**config.mk**
```make
export PLATFORM = sky130hd
export DESIGN_NAME = cache_controller
export DESIGN_NICKNAME = d
export VERILOG_FILES = /design/src/rtl/cache_controller.sv
export SDC_FILE = /design/constraint.sdc
export NUM_CORES = 1
export LEC_CHECK = 0
export BUFFER_PORTS_ARGS = -buffer_cell sky130_fd_sc_hd__buf_2
export CAP_MARGIN = 20
export CORE_AREA = 2 2 90 92
export CTS_CLUSTER_DIAMETER = 200
export CTS_CLUSTER_SIZE = 14
export DETAILED_ROUTE_END_ITERATION = 8
export DIE_AREA = 0 0 92 94
export GPL_TIMING_DRIVEN = 0
export MAX_ROUTING_LAYER = met4
export PLACE_DENSITY = 0.66
export SLEW_MARGIN = 0
export SYNTH_ARGS = -nofsm -noshare
export SYNTH_HDL_FRONTEND = slang
export SYNTH_SLANG_ARGS = --single-unit
```
**constraint.sdc**
```tcl
create_clock -name clk -period 2.3 [get_ports clk]
set_input_delay 0.46 -clock clk [delete_from_list [all_inputs] [get_ports clk]]
set_output_delay 0.46 -clock clk [all_outputs]
set_load 0.02 [all_outputs]
```
**src/rtl/cache_controller.sv**
```systemverilog
// Two-way set-associative write-through data cache between MEM stage and SRAM controller.
// Latency: read hit 0 cycles (combinational); miss or write 1 + N cycles (N = SRAM latency).
// Backpressure: ready held low in S_READ/S_WRITE until sramReady; requester holds inputs until ready.
//
// Ports:
//   clk, rst                 single clock, synchronous active-high reset
//   address, writeData       request from MEM stage (byte address, store data)
//   wrEn, rdEn               store / load request (store wins when both set)
//   readData, ready          load result (0 unless a read completes), completion flag
//   sramAddress/WriteData    pass-through of address/writeData to SRAM controller
//   sramWrEn, sramRdEn       registered SRAM strobes, never both high
//   sramReadData, sramReady  64-bit block (even word in [31:0]) and 1-cycle done pulse
//
// Build option: define CACHE_EN for the full cache; without it there is no storage
// and every read is serviced through S_READ.
module cache_controller (
  input  logic        clk,
  input  logic        rst,
  input  logic [31:0] address,
  input  logic [31:0] writeData,
  input  logic        wrEn,
  input  logic        rdEn,
  output logic [31:0] readData,
  output logic        ready,
  output logic [31:0] sramAddress,
  output logic [31:0] sramWriteData,
  output logic        sramWrEn,
  output logic        sramRdEn,
  input  logic [63:0] sramReadData,
  input  logic        sramReady
);

  typedef enum logic [1:0] {
    S_IDLE  = 2'd0,
    S_READ  = 2'd1,
    S_WRITE = 2'd2
  } state_t;

  state_t      state;
  state_t      state_nxt;
  logic        rd_strobe;
  logic        wr_strobe;

  // Data memory is mapped starting at byte 1024.
  logic [31:0] ea;
  logic        word_sel;
  logic        fill_done;
  logic        write_done;
  logic [31:0] fill_word;
  logic        hit;
  logic [31:0] hit_word;

  assign ea         = address - 32'd1024;
  assign word_sel   = ea[2];
  assign fill_done  = (state == S_READ) && sramReady;
  assign write_done = (state == S_WRITE) && sramReady;
  assign fill_word  = word_sel ? sramReadData[63:32] : sramReadData[31:0];

`ifdef CACHE_EN
  logic [5:0]  idx;
  logic [9:0]  tag;
  logic [63:0] valid_mem [2];
  logic [9:0]  tag_mem   [2][64];
  logic [63:0] data_mem  [2][64];
  logic [63:0] lru;                 // per set: way that was used least recently
  logic        hit0;
  logic        hit1;
  logic        hit_way;
  logic        victim;
  logic        read_hit;
  logic [63:0] hit_line;
  logic        unused_ea_bits;

  assign idx            = ea[8:3];
  assign tag            = ea[18:9];
  assign unused_ea_bits = ^{ea[31:19], ea[1:0]};

  assign hit0     = valid_mem[0][idx] && (tag_mem[0][idx] == tag);
  assign hit1     = valid_mem[1][idx] && (tag_mem[1][idx] == tag);
  assign hit      = hit0 || hit1;
  assign hit_way  = hit1;
  assign hit_line = data_mem[hit_way][idx];
  assign hit_word = word_sel ? hit_line[63:32] : hit_line[31:0];
  assign read_hit = (state == S_IDLE) && rdEn && !wrEn && hit;

  // Fill an empty way before displacing anything; way 0 is preferred.
  always_comb begin
    victim = lru[idx];
    if (!valid_mem[0][idx]) begin
      victim = 1'b0;
    end else if (!valid_mem[1][idx]) begin
      victim = 1'b1;
    end
  end

  always_ff @(posedge clk) begin
    if (rst) begin
      for (int w = 0; w < 2; w++) begin
        valid_mem[w] <= '0;
        for (int s = 0; s < 64; s++) begin
          tag_mem[w][s] <= '0;
        end
      end
      lru <= '0;
    end else begin
      if (read_hit) begin
        lru[idx] <= ~hit_way;
      end
      if (fill_done) begin
        valid_mem[victim][idx] <= 1'b1;
        tag_mem[victim][idx]   <= tag;
        lru[idx]               <= ~victim;
      end
      if (write_done && hit) begin
        lru[idx] <= ~hit_way;
      end
    end
  end

  // Line data carries no reset; a line is only observed once its valid bit is set.
  always_ff @(posedge clk) begin
    if (!rst) begin
      if (fill_done) begin
        data_mem[victim][idx] <= sramReadData;
      end else if (write_done && hit) begin
        if (word_sel) begin
          data_mem[hit_way][idx][63:32] <= writeData;
        end else begin
          data_mem[hit_way][idx][31:0] <= writeData;
        end
      end
    end
  end
`else
  logic unused_ea_bits;

  assign hit            = 1'b0;
  assign hit_word       = 32'd0;
  assign unused_ea_bits = ^{ea[31:3], ea[1:0]};
`endif

  always_comb begin
    state_nxt = state;
    ready     = 1'b0;
    readData  = 32'd0;
    case (state)
      S_IDLE: begin
        if (wrEn) begin
          state_nxt = S_WRITE;
        end else if (rdEn) begin
          if (hit) begin
            ready    = 1'b1;
            readData = hit_word;
          end else begin
            state_nxt = S_READ;
          end
        end else begin
          ready = 1'b1;
        end
      end
      S_READ: begin
        if (sramReady) begin
          ready     = 1'b1;
          readData  = fill_word;
          state_nxt = S_IDLE;
        end
      end
      S_WRITE: begin
        if (sramReady) begin
          ready     = 1'b1;
          state_nxt = S_IDLE;
        end
      end
      default: state_nxt = S_IDLE;
    endcase
  end

  // Strobes follow the state being entered, so they rise on entry and fall on
  // the edge after sramReady.
  always_ff @(posedge clk) begin
    if (rst) begin
      state     <= S_IDLE;
      rd_strobe <= 1'b0;
      wr_strobe <= 1'b0;
    end else begin
      state     <= state_nxt;
      rd_strobe <= (state_nxt == S_READ);
      wr_strobe <= (state_nxt == S_WRITE);
    end
  end

  assign sramAddress   = address;
  assign sramWriteData = writeData;
  assign sramRdEn      = rd_strobe;
  assign sramWrEn      = wr_strobe;

endmodule

```
* Yosys cells after proc, flatten, opt, wreduce, memory -nomap -nowiden *
Cells that the tools add are included.

word-level totals
  register bits = 4
  input port bits = 133
  output and inout port bits = 99
  logic and storage cells = 21

operators by class
  add/subtract/negate cells = 1
  equality and inequality tests = 4
  multiplexer cells = 11
  reduce and logical (&&, ||, !) cells = 2

operator list
  operator                                          count
  2-to-1 mux 32 bit                                 3
  2-to-1 mux 2 bit                                  3
  == test 2 x 1 -> 1 bit, second input constant     2
  == test 2 bit, second input constant              2
  case mux 2 bit (2 select lines)                   1
  2-to-1 mux 1 bit                                  3
  subtractor 3 x 1 -> 3 bit, second input constant  1
  zero test 2 bit                                   1
  case mux 1 bit (2 select lines)                   1
  OR reduction 2 bit                                1

* Longest topological paths before layout *
Gate-level depths: netlist of run 1.

  depth in word-level cells = 4
  mapped depth = 5
  depth with buffers taken out = 5

* Least setup slack after synthesis of run 1 *
Ideal clock, no wire load.

  path kind = input to output
  start point = in address[2]
  end point = out readData[10]
  arrival = 1.184 ns
  required time = 1.840 ns
  path slack = 0.656 ns
  stages = 4
  buffers on the path = 2
  cell sequence = buf_2 -> buf_4 -> mux2i_1 -> nor2_1

on the way
  word-level cells in the longest chain between the ends = 4

RTL lines
  item                       line  text
  start, declared            19    input logic [31:0] address,
  subtractor 3 x 1 -> 3 bit  53    assign ea = address - 32'd1024;
  2-to-1 mux 32 bit          57    assign fill_word = word_sel ? sramReadData[63:32] : sramReadData[31:0];
  2-to-1 mux 32 bit          162   if (sramReady) begin
  2-to-1 mux 32 bit          -
  end, declared              23    output logic [31:0] readData,

Every way passes these cells.

* Worst setup path in the final report of run 1 *
  start point = reg state[1]
  end point = out readData[27]

on the way
  word-level cells in the longest chain between the ends = 2

RTL lines
  item                    line  text
  start, declared         39    state_t state;
  start signal, assigned  186   state <= state_nxt;
  == test 2 x 1 -> 1 bit  146   case (state)
  2-to-1 mux 32 bit       -

Every way passes these cells.

==> impl_metrics.csv, run 1 <==
group,metric,value,unit
outcome,status,"finished, final reports clean",
floorplan,fp.dieArea,8650,µm²
worst_setup_path,cp.required,1840,ps
worst_setup_path,critPathTopFamily,"buffers and inverters",
route,drt_iter0_markers,28,
place,portBuffers,167,
global_routing,track_usage,8.32,%
cts,clkTransAtPathRegs,30,ps
sta,setup_violations,0,
sta,relSlewSlack,82.1,%
floorplan,die_w,92,µm
worst_setup_path,cp_cell_sequence,"inv_1, ha_1, nand2_1, clkbuf_2, nor2_1, buf_2",
floorplan,core,7610,µm²
cts,hold_buffers,0,
sta,slew_viol_final,0,
layout,stdcell_count,438,
sta,rsz0062_at_grt,"false",
cts,cts_setup_buffers,0,
yosys,syn_nets,302,
sta,hold_viol_final,0,
cts,htree_num_levels,1,
place,place.gp.congestion,0.691,
sta,fin_crit,2070,ps
floorplan,die_y,94,µm
pwr,power.leakage,1.42,nW
cts,clockBufferDepth,2,
global_routing,antenna_found_initial,0,
floorplan,start_util,16.3,%
yosys,syn_area,1240,µm²
worst_hold_path,hold_path_class,"in -> reg",
place,dpl.cell_count,435,
route,drc,0,
layout,fillCellCount,838,
yosys,synth_cell_type_count,21,
route,drt-wirelength-per-cell,9.88,µm
yosys,syn_area_per_cell,7.45,µm²
global_routing,grt_max_degree,11,
route,routed_wl,4.33,mm
worst_setup_path,slowest_delay,410,ps
worst_setup_path,critPathKind,"reg -> out",
route,antenna_left,0,
cts,clock_insertion_delay_worst_skew,210,ps
sta,skew,0.623,ps
job,max-cap-violations,0,
cts,clock_sinks,4,
yosys,synth-seq-cells,4,
layout,final_layout_size_suffix_gt1_share,72.6,%
pwr,irDropWorstVdd,0.174,mV
sta,finalCritPeriodShare,89.9,%
layout,fin_nets,474,
route,vias_per_cell,3.68,
layout,num_antenna_cells,0,
floorplan,num_rows,32,
cts,cts-root-buf,"clkbuf_8",
yosys,synth_cells,166,
worst_setup_path,end_kind,"primary output",
sta,finalSetupTns,0,ps
sta,fmax,484,MHz
route,drt_pre_antenna_iters,4,
yosys,seq_area_frac_synth,6.47,%
worst_setup_path,crit_slowest_cell,"dfxtp_1",
route,vias,1611,
layout,layout-area-overhead-vs-synth,81.5,%
cts,cts_tree,"built",
sta,setup_ws,233,ps
sta,worst_pin_slew,268,ps
layout,final_core_util,29.5,%
worst_setup_path,critPathLaunchType,"register",
pwr,pwr_density_cell,287,nW/µm²
floorplan,io-pin-count,232,
yosys,synth_warnings,0,
cts,cts_buffers,3,
worst_setup_path,worstPathMaxFanout,10,
worst_setup_path,path_buf_inv,3,
worst_setup_path,critPathArrivalTime,1610,ps
global_routing,grt_first_pass_wirelength,5.94,mm
global_routing,grt_pass1_vias,1423,
global_routing,grt-ovfl-total,0,
place,dp_slack,246,ps
cts,ctsResizeCount,0,
pwr,total_power,0.645,mW
-- metal layers --
layer,global-route usage (%),vias to the layer above,routed length [µm]
met5,-,-,0
met4,1.49,0,13
met3,2.01,2,470
met2,16.9,109,2410
met1,8.01,688,1430
li1,-,812,-
-- cell type report --
class	count	area, µm²	area share (%)
Buffer	71	523	23.3
Clock buffer	3	41.3	1.84
Inverter	3	11.3	0.501
Multi-Input combinational cell	88	627	27.9
Sequential cell	4	80.1	3.57
Tap cell	102	128	5.68
Timing Repair Buffer	167	836	37.2
-- cell usage in the layout, fill, tap and decap left out --
cell type  instances
and2b_1            1
nor2_1            34
dfxtp_1            4
clkbuf_8           3
a211oi_1           1
a2111oi_4          1
o21a_1             2
nor3b_1            1
buf_2            168
mux2i_1           32
clkbuf_2           3
a22oi_1            1
ha_1               3
buf_4             67
inv_1              3
nor2b_1            1
o21ai_1            2
o21ai_2            1
a21boi_1           2
nand2_1            5
and2b_4            1
-- worst reg2reg max path, delay by kind of cell, from the launching register on --
kind,cells,cell delay (ps)
compound gates,2,460
fa+ha+maj,1,310
buf+inv,1,90
flops,1,410
simple gates,1,230
-- metrics by stage --
stage	hold slack, ps	area (µm²)
final	468	2250
after global routing	477	2250
after CTS	469	2240
after detailed placement	562	2200
after global placement	549	2200
after floorplan	507	1240
-- synthesized netlist by cell type, drive strengths merged --
cell	count	area [µm²]
a2111oi	1	27.5
a211oi	1	7.51
a21boi	2	15.0
a22oi	1	7.51
and2b	2	17.5
buf	70	515
clkbuf	1	3.75
dfxtp	4	80.1
ha	3	37.5
inv	3	11.3
mux2i	32	320
nand2	5	18.8
nor2	34	128
nor2b	1	6.26
nor3b	1	7.51
o21a	2	15.0
o21ai	3	18.8
-- sequential cells by signal, indices dropped and copies added, names as in the netlist --
register and flops:
sramWrEn 1, state 2, sramRdEn 1
-- path summary, 6_finish.rpt --
| kind | from | end | slack [ps] | cells past startpoint |
|---|---|---|---|---|
| worst min-delay path | rst | sramWrEn | 470 | 2 |
| worst max register to register | state[1] | sramWrEn | 690 | 5 |
| worst max-delay path | state[1] | readData[27] | 230 | 6 |
| worst min register to register | state[1] | state[1] | 570 | 2 |
-- power by group --
group / switching (mW) / internal [mW]
clock network: 0.0316 / 0.111
registers: 0.00486 / 0.0759
logic: 0.209 / 0.212
total: 0.246 / 0.399
-- cells by family after synthesis --
kind of cell | synth area share, %
and+or+nand+nor | 14.4
AOI/OAI and AO/OA | 7.38
muxes | 25.9
adders and majority gates | 3.03
DFF | 6.47
buffers and inverters | 42.9
(Power assumes the default switching activity.)
==> run 2: changes to the inputs <==
--- a/config.mk
+++ b/config.mk
@@ -5,6 +5,7 @@
 export SDC_FILE = /design/constraint.sdc
 export NUM_CORES = 1
 export LEC_CHECK = 0
+export ABC_AREA = 1
 export BUFFER_PORTS_ARGS = -buffer_cell sky130_fd_sc_hd__buf_2
 export CAP_MARGIN = 20
 export CORE_AREA = 2 2 90 92
@@ -14,7 +15,7 @@
 export DIE_AREA = 0 0 92 94
 export GPL_TIMING_DRIVEN = 0
 export MAX_ROUTING_LAYER = met4
-export PLACE_DENSITY = 0.66
+export PLACE_DENSITY = 0.57
 export SLEW_MARGIN = 0
 export SYNTH_ARGS = -nofsm -noshare
 export SYNTH_HDL_FRONTEND = slang
==> run 2 against run 1 <==
Net effect: clock skew hardly changed; worst setup slack better by 110 ps; sequential share of layout area is 0.19 points lower; first-iteration DRC count is 32% lower; wire length is 8.2% higher; flip-flop and latch count stayed put.
==> impl_metrics.csv, run 2 <==
group,metric,value,unit
layout,regMostFlops,"state",
cts,cts_buffers,3,
cts,cts_setup_buffers,0,
pwr,irDropWorstVdd,0.416,mV
sta,relSlewSlack,85.1,%
cts,htree_num_levels,1,
layout,layout_commonest_cell,"buf_2",
worst_setup_path,crit_slowest_cell,"dfxtp_1",
layout,largest_reg_flops,2,
layout,fin_nets,511,
floorplan,io-pin-count,232,
layout,layout-area-overhead-vs-synth,73.5,%
yosys,synth_cells,203,
yosys,synth_edf_count,0,
yosys,syn_area,1370,µm²
worst_setup_path,slowest_delay,400,ps
sta,fmax,511,MHz
place,post-dp-hpwl,4.00,mm
route,drt_iter0_markers,19,
yosys,seq_area_frac_synth,5.86,%
route,routed_wl,4.68,mm
global_routing,grt_pass1_vias,1486,
global_routing,grt_first_pass_wirelength,6.56,mm
place,portBuffers,167,
sta,whs,537,ps
sta,finalSetupTns,0,ps
yosys,synth_top_area_share,35.1,%
yosys,synthMostInstantiatedCell,"nor2_1",
cts,clock_sinks,4,
yosys,synthArstFlopShare,0,%
cts,cts-root-buf,"clkbuf_8",
route,drt_pre_antenna_iters,4,
worst_setup_path,cp_cell_sequence,"ha_1, nand2_2, buf_6, nor3_2, buf_2",
route,vias,1769,
job,max-cap-violations,0,
yosys,synth-seq-cells,4,
cts,clockBufferDepth,2,
cts,cts_tree,"built",
global_routing,grt-ovfl-total,0,
global_routing,track_usage,9.33,%
cts,ctsResizeCount,0,
sta,fin_crit,1960,ps
global_routing,antenna_found_initial,0,
worst_setup_path,path_buf_inv,2,
sta,slew_viol_final,0,
pwr,power.leakage,1.41,nW
yosys,syn_nets,339,
global_routing,grt_max_degree,11,
yosys,synth_cell_type_count,14,
cts,clkTransAtPathRegs,30,ps
sta,rsz0062_at_grt,"false",
place,place.gp.congestion,0.656,
floorplan,core,7610,µm²
route,vias_per_cell,3.72,
yosys,synth_top_cell_by_area,"buf_4",
cts,clock_insertion_delay_worst_skew,210,ps
sta,setup_violations,0,
worst_setup_path,critPathTopFamily,"flip-flops",
pwr,pwr_density_cell,274,nW/µm²
yosys,syn_area_per_cell,6.74,µm²
layout,final_layout_size_suffix_gt1_share,73.7,%
route,drt-wirelength-per-cell,9.85,µm
floorplan,die_w,92,µm
sta,hold_viol_final,0,
worst_hold_path,hold_path_class,"in -> reg",
worst_setup_path,worstPathMaxFanout,10,
worst_setup_path,critPathLaunchType,"register",
layout,num_antenna_cells,0,
yosys,synthTopCellsByCount,"nor2_1, buf_4, nor3_2, buf_6, nand2_1",
yosys,synth.area.top_cells,"buf_4, nor3_2, nor2_1, buf_6, dfxtp_1",
outcome,status,"finished, final reports clean",
floorplan,die_y,94,µm
worst_setup_path,critPathKind,"reg -> out",
floorplan,fp.dieArea,8650,µm²
yosys,synth_warnings,0,
worst_setup_path,end_kind,"primary output",
route,antenna_left,0,
floorplan,num_rows,32,
worst_setup_path,cp.required,1840,ps
sta,worst_pin_slew,221,ps
layout,final_cell_mix,"buf_2, nor2_1, buf_4, nor3_2",
worst_setup_path,critPathArrivalTime,1500,ps
yosys,synth-main-ff-cell,"dfxtp_1",
floorplan,start_util,18.0,%
sta,finalCritPeriodShare,85.1,%
route,drc,0,
cts,hold_buffers,0,
sta,skew,0.398,ps
-- run 2: changes by cell type after synthesis, sizes merged, moves of 3 or more --
cell / before / now
nand2: 5 / 11
nand3: 0 / 3
mux2i: 32 / 0
nor2: 34 / 66
inv: 3 / 8
nor3: 0 / 31
buf: 70 / 74
-- run 2: area by class of cell --
type                       count  area (µm²)
buffer                        74         593
clock buffer                   3        41.3
fill                         854        5240
inverter                       8        35.0
multi-input combinational    117         659
sequential                     4        80.1
tap                          102         128
timing repair buffer         167         836
-- run 2: through the flow --
stage          cells  worst slack [ps]  cell area, µm²  utilization (%)  total power, mW
6_report         475               343            2370             31.2            0.650
3_3_place_gp     472               547            2330             30.6            0.507
5_1_grt          475               249            2370             31.2            0.699
2_1_floorplan    203               693            1370                -            0.368
3_5_place_dp     472               547            2330             30.6            0.512
4_1_cts          475               309            2370             31.2            0.660
-- run 2: layer usage --
metal	share of wire [%]	GRT usage (%)	up-vias	wire, µm
li1	-	-	908	-
met1	36	9.70	742	1670
met4	0	0.746	0	0
met5	0	-	-	0
met2	54	19.1	119	2520
met3	11	1.52	0	495
-- run 2: final timing paths --
kind | startpoint | to | slack, ps | cells past startpoint
worst min register to register | state[1] | sramRdEn | 640 | 3
worst max register to register | state[0] | sramRdEn | 1070 | 6
worst min-delay path | rst | state[0] | 540 | 4
worst max-delay path | state[0] | readData[22] | 340 | 5
-- run 2: report_power, final --
part	internal [mW]	total (mW)	switching [mW]
clock network	0.111	0.144	0.0325
registers	0.0753	0.0797	0.00443
logic	0.205	0.427	0.222
-- run 2: tightest hold or removal path, delay by kind of cell --
| family | cells | cell delay [ps] |
|---|---|---|
| buf+inv | 2 | 120 |
| simple gates | 2 | 120 |
-- run 2: cell families (layout without fill, tap and decap cells) --
logic type / count (synthesis) / in the layout / share of synthesized area, %
fa+ha+maj: 3 / 3 / 2.75
flops: 4 / 4 / 5.86
buf+inv: 82 / 252 / 45.9
compound gates: 3 / 3 / 1.10
simple gates: 111 / 111 / 44.4
